<file path="config.mk">
export PLATFORM = sky130hd
export DESIGN_NAME = smm_result_streamer_flat
export DESIGN_NICKNAME = d
export VERILOG_FILES = /design/src/rtl/smm_result_streamer_if.sv /design/src/rtl/smm_result_streamer.sv /design/src/flat_wrapper.sv
export SDC_FILE = /design/constraint.sdc
export NUM_CORES = 1
export LEC_CHECK = 0
export CAP_MARGIN = 40
export CORE_ASPECT_RATIO = 0.9
export CORE_MARGIN = 1
export CORE_UTILIZATION = 45
export CTS_CLUSTER_DIAMETER = 60
export DETAILED_ROUTE_END_ITERATION = 7
export PLACE_DENSITY = 0.71
export SLEW_MARGIN = 20
export SYNTH_ARGS = -nofsm -noshare
export SYNTH_HDL_FRONTEND = slang
export SYNTH_SLANG_ARGS = --single-unit
</file>
<file path="constraint.sdc">
create_clock -name clk -period 2.1 [get_ports clk]
set_input_delay 0.315 -clock clk [delete_from_list [all_inputs] [get_ports clk]]
set_output_delay 0.315 -clock clk [all_outputs]
set_load 0.02 [all_outputs]
</file>
<file path="src/rtl/smm_result_streamer_if.sv">
// Valid/ready beat stream carrying one or more matrix elements per beat.
// The beat index width is derived here so the producer and the consumer agree on it.
interface smm_result_streamer_if #(
    parameter int unsigned DATAWIDTH = 32,
    parameter int unsigned ELEMS     = 16,
    parameter int unsigned LANES     = 1
);
    localparam int unsigned BEATS = ELEMS / LANES;
    localparam int unsigned IDXW  = (BEATS > 1) ? $clog2(BEATS) : 1;

    logic [DATAWIDTH*LANES-1:0] out_data;
    logic                       out_valid;
    logic                       out_ready;
    logic                       out_last;
    logic [IDXW-1:0]            out_index;

    modport master (
        output out_data,
        output out_valid,
        output out_last,
        output out_index,
        input  out_ready
    );

    modport slave (
        input  out_data,
        input  out_valid,
        input  out_last,
        input  out_index,
        output out_ready
    );
endinterface

</file>
<file path="src/rtl/smm_result_streamer.sv">
// Snapshots the flat result matrix on start and streams it LANES elements per beat.
// Also publishes a per-element nonzero mask of the captured matrix.
module smm_result_streamer #(
    parameter int unsigned DATAWIDTH = 32,
    parameter int unsigned ELEMS     = 16,
    parameter int unsigned LANES     = 1
) (
    input  logic                       clk,
    input  logic                       rst,
    input  logic                       start,
    input  logic [DATAWIDTH*ELEMS-1:0] c_in,
    smm_result_streamer_if.master      stream,
    output logic                       busy,
    output logic                       done,
    output logic                       overrun,
    output logic [ELEMS-1:0]           nz_mask
);
    localparam int unsigned BEATS = ELEMS / LANES;
    localparam int unsigned IDXW  = (BEATS > 1) ? $clog2(BEATS) : 1;
    localparam logic [IDXW-1:0] LastBeat = IDXW'(BEATS - 1);

    typedef enum logic {StIdle, StStream} state_e;

    state_e                                state_q;
    logic [BEATS-1:0][DATAWIDTH*LANES-1:0] hold_q;
    logic [IDXW-1:0]                       beat_q;
    logic [ELEMS-1:0]                      nz_q;
    logic                                  done_q;
    logic                                  overrun_q;
    logic [ELEMS-1:0]                      nz_next;
    logic                                  last_beat;
    logic                                  last_accept;

    always_comb begin
        nz_next = '0;
        for (int j = 0; j < ELEMS; j++) begin
            nz_next[j] = |c_in[j*DATAWIDTH +: DATAWIDTH];
        end
    end

    assign last_beat   = (beat_q == LastBeat);
    assign last_accept = stream.out_ready && last_beat;

    always_ff @(posedge clk or negedge rst) begin
        if (!rst) begin
            state_q   <= StIdle;
            hold_q    <= '0;
            beat_q    <= '0;
            nz_q      <= '0;
            done_q    <= 1'b0;
            overrun_q <= 1'b0;
        end else begin
            done_q <= 1'b0;
            unique case (state_q)
                StIdle: begin
                    if (start) begin
                        hold_q  <= c_in;
                        nz_q    <= nz_next;
                        beat_q  <= '0;
                        state_q <= StStream;
                    end
                end
                StStream: begin
                    if (stream.out_ready) begin
                        if (last_beat) begin
                            done_q <= 1'b1;
                            // A start landing on the final handshake chains the next matrix
                            if (start) begin
                                hold_q <= c_in;
                                nz_q   <= nz_next;
                                beat_q <= '0;
                            end else begin
                                state_q <= StIdle;
                            end
                        end else begin
                            beat_q <= beat_q + IDXW'(1);
                        end
                    end
                    if (start && !last_accept) begin
                        overrun_q <= 1'b1;
                    end
                end
                default: state_q <= StIdle;
            endcase
        end
    end

    // Payload comes only from the snapshot, never from the live bus
    assign stream.out_data  = hold_q[beat_q];
    assign stream.out_valid = (state_q == StStream);
    assign stream.out_last  = (state_q == StStream) && last_beat;
    assign stream.out_index = beat_q;
    assign busy             = (state_q == StStream);
    assign done             = done_q;
    assign overrun          = overrun_q;
    assign nz_mask          = nz_q;
endmodule

</file>
<file path="src/flat_wrapper.sv">
// flat-port wrapper written by rule: the top's interface ports become plain ports
module smm_result_streamer_flat 
#(
    parameter int unsigned DATAWIDTH = 32,
    parameter int unsigned ELEMS     = 16,
    parameter int unsigned LANES     = 1
)
  (clk, rst, start, c_in, busy, done, overrun, nz_mask, stream_out_data, stream_out_valid, stream_out_last, stream_out_index, stream_out_ready);
  smm_result_streamer_if #(.DATAWIDTH(DATAWIDTH), .ELEMS(ELEMS), .LANES(LANES)) stream_i ();
  input  logic clk;
  input  logic rst;
  input  logic start;
  input  logic [DATAWIDTH*ELEMS-1:0] c_in;
  output logic busy;
  output logic done;
  output logic overrun;
  output logic [ELEMS-1:0] nz_mask;
  output wire logic [$bits(stream_i.out_data)-1:0] stream_out_data;
  output wire logic [$bits(stream_i.out_valid)-1:0] stream_out_valid;
  output wire logic [$bits(stream_i.out_last)-1:0] stream_out_last;
  output wire logic [$bits(stream_i.out_index)-1:0] stream_out_index;
  input wire logic [$bits(stream_i.out_ready)-1:0] stream_out_ready;
  assign stream_out_data = stream_i.out_data;
  assign stream_out_valid = stream_i.out_valid;
  assign stream_out_last = stream_i.out_last;
  assign stream_out_index = stream_i.out_index;
  assign stream_i.out_ready = stream_out_ready;
  smm_result_streamer #(.DATAWIDTH(DATAWIDTH), .ELEMS(ELEMS), .LANES(LANES)) u_core (.clk(clk), .rst(rst), .start(start), .c_in(c_in), .stream(stream_i), .busy(busy), .done(done), .overrun(overrun), .nz_mask(nz_mask));
endmodule
</file>
==> reports/qor.txt <==
Final ANT Viol Nets -> 0
IR drop worst, VDD -> 1.36 mV
Relative slew margins -> 54.8%
fin crit period -> 2970 ps
Post-Synth Adder-Cell Area -> 0.0500%
data arrival time of the worst path -> 2650 ps
XOR/XNOR Fraction of Synth Area -> 0.0350%
Place WS -> -649 ps
Total Die Area -> 56,600 um^2
maxcap violations -> 0
vias per cell -> 6.02
CP required -> 1780 ps
final hold vios -> 0
H-tree Lvls -> 2
num rows -> 81
gp weighted congestion -> 0.959
Worst Hold Class -> in -> async
met3 routed WL -> 8.05 mm
wire per inst -> 29.9 um
clock sink count -> 535
hpwl dp -> 73.5 mm
CTS tree -> done
Top-Level Pins -> 573
Yosys reg bits -> 535
Syn Inst Count -> 1,762
CP Launch Type -> flop
Seq/Total Area, Yosys -> 53.5%
DRT iter0 DRCs -> 1,685
gr ovfl total -> 0
Slew Viols, Final -> 0
Inst Count DP -> 3,126
clk_skew -> 24.9 ps
Crit Path Class -> reg -> out
worst-margin pin slew -> 672 ps
largest family of logic cells by synthesized area -> multiplexers
maximum clock frequency -> 337 MHz
post-route setup slack -> -866 ps
top routing layer in use -> met5
overall power -> 0.0563 W
CP max FO -> 6
Placeable Area -> 54,600 um^2
Avg Inst Size Synth -> 14.2 um^2
Setup-failing EPs final -> 560
most common flop cell mapped by yosys -> dfrtp_1
ys async rst share -> 100%
RSZ-0062 raised after global routing -> yes
multiplexer share of the synthesized area -> 33.9%
fraction of layout cells with a size suffix above 1 -> 42.5%
die width -> 251 um
CTS Buf Count -> 55
post-synth net total -> 2,279
period utilisation layout -> 141%
post-synth cell types -> 29
Post-synth EDFFs -> 0
non-filler cells, final -> 3,335
antenna violations before repair -> 7
sequence of cells on the critical path -> buf_12, buf_12, mux4_2, a22oi_2, buf_4, nand2_8, buf_12
Yosys warning count -> 0
compound-gate portion of the synthesized area -> 3.54%
CP endpoint kind -> output port
outcome -> finished with violations
M1 WL -> 40.1 mm
Top cell by count, worst path -> buf_12
Tot GR Track Use -> 33.1%
Power Density -> 1490 nW/um^2
CP max-delay cell -> dfrtp_4
DR vias -> 20,071
failing checks -> negative setup slack
Critical Path Max Stage Delay -> 510 ps
PortBufs -> 572
Clock transition at path regs -> 60 ps
Routed WL -> 99.9 mm
met2 wire len -> 48.2 mm
pin count of the biggest net entering global routing -> 88
DRC -> 0
vias in the first global route -> 20,498
first-pass GRT wire length -> 136 mm
1st-pass router iterations -> 5
root buf cell -> clkbuf_16
leak pwr -> 15.8 nW
starting density of the core -> 45.8%
maximum clock insertion buffer count -> 3
simple-gate share of the synthesized area -> 5.99%
post-synth design cell area -> 25,000 um^2
Syn-to-layout area delta -> 50.7%
clk_lat worst skew -> 630 ps
Post-layout nets -> 3,101
Die Ht -> 226 um
-- worst paths after layout --
check	from	endpoint	slack [ps]	cells after the start
max	u_core.stream.out_index[1]$_DFFE_PN0P_	stream_out_data[9]	-870	7
min	rst	u_core.hold_q[22]$_DFFE_PN0P_	250	2
max reg2reg	u_core.stream.out_index[0]$_DFFE_PN0P_	u_core.hold_q[226]$_DFFE_PN0P_	-290	10
min reg2reg	u_core.hold_q[411]$_DFFE_PN0P_	u_core.hold_q[411]$_DFFE_PN0P_	480	1
max in group asynchronous	rst	u_core.hold_q[175]$_DFFE_PN0P_	990	3
min in group clk	c_in[419]	u_core.hold_q[419]$_DFFE_PN0P_	320	2
-- synth_stat cells (33+ instances only) --
master	count	area, um^2
a22oi_1	94	706
nor4_1	128	801
nor2_1	39	146
nand3_1	33	165
buf_2	43	215
dfrtp_1	535	13400
buf_4	34	255
mux2i_1	124	1240
mux2_2	502	5650
nand4_1	33	206
nand2_1	38	143
mux4_2	66	1490
-- sequential cells by signal (all words and copies together) (netlist names) --
| register | cells |
|---|---|
| u_core.nz_mask | 16 |
| u_core.busy | 1 |
| u_core.hold_q | 512 |
| u_core.stream.out_index | 4 |
| u_core.overrun | 1 |
| u_core.done | 1 |
-- metal layers --
| layer | GRT usage, % | up-vias |
|---|---|---|
| met5 | 0 | - |
| met4 | 11.4 | 10 |
| met3 | 7.01 | 189 |
| met2 | 54.5 | 1058 |
| met1 | 43.5 | 10400 |
| li1 | - | 8414 |
-- placed cells by master, fill, tap and decap left out, types with 28 or more instances in the layout --
| master | instances |
|---|---|
| nor2_1 | 35 |
| dfrtp_1 | 531 |
| mux4_2 | 66 |
| a22oi_2 | 48 |
| a22oi_1 | 46 |
| buf_6 | 73 |
| clkbuf_16 | 87 |
| buf_8 | 28 |
| clkdlybuf4s50_1 | 534 |
| mux2_2 | 450 |
| buf_12 | 46 |
| buf_4 | 149 |
| mux2_4 | 55 |
| mux2i_1 | 117 |
| nand4_1 | 33 |
| nor4_1 | 128 |
-- power by group --
part / internal, W / switching, W / total, W
clock: 0.00593 / 0.00428 / 0.0102
combinational: 0.0153 / 0.0120 / 0.0273
sequential: 0.0153 / 0.00343 / 0.0188
-- cells by family (layout without fill, tap and decap cells) --
logic type / after synthesis / in the layout
XOR/XNOR: 1 / 1
AND/OR/NAND/NOR: 277 / 277
adder cells (fa/ha/maj): 1 / 1
other: 0 / 2
buffers and inverters: 121 / 987
flip-flops: 535 / 535
multiplexers: 702 / 702
AO/OA/AOI/OAI: 125 / 125
-- through the flow --
| step | hold slack (ps) | setup TNS, ps | cell area (um^2) | utilization, % |
|---|---|---|---|---|
| after floorplan | 19.4 | 0 | 25000 | - |
| after global placement | 305 | -205380 | 33000 | 60.3 |
| after detailed placement | 300 | -213630 | 33000 | 60.3 |
| after CTS | 232 | -107930 | 35800 | 65.6 |
| after global routing | 266 | -172260 | 37700 | 69.1 |
| final | 251 | -137740 | 37700 | 69.1 |
-- repair_timing --
action                     4_1_cts  5_1_grt
hold endpoints to repair        35        0
gates cloned                     6       43
buffers inserted                27       42
resized for setup              269      196
setup endpoints to repair      566      564
hold buffers                     1        0
pin swaps                       34       63
-- worst max-delay path: cells and delay by family (launching register included) --
kind	cells	cell delay, ps
multiplexers	1	440
flip-flops	1	510
buffers and inverters	4	660
AO/OA/AOI/OAI	1	350
AND/OR/NAND/NOR	1	70
-- cell type report --
type / instances / area, um^2
Antenna cell: 2 / 5.00
Fill cell: 3732 / 16900
Timing Repair Buffer: 883 / 9920
Clock inverter: 16 / 208
Tap cell: 705 / 882
Multi-Input combinational cell: 1106 / 11600
Inverter: 3 / 11.3
Sequential cell: 535 / 13400
Clock buffer: 85 / 1660
Note: power is estimated with default switching activity, not from simulation.
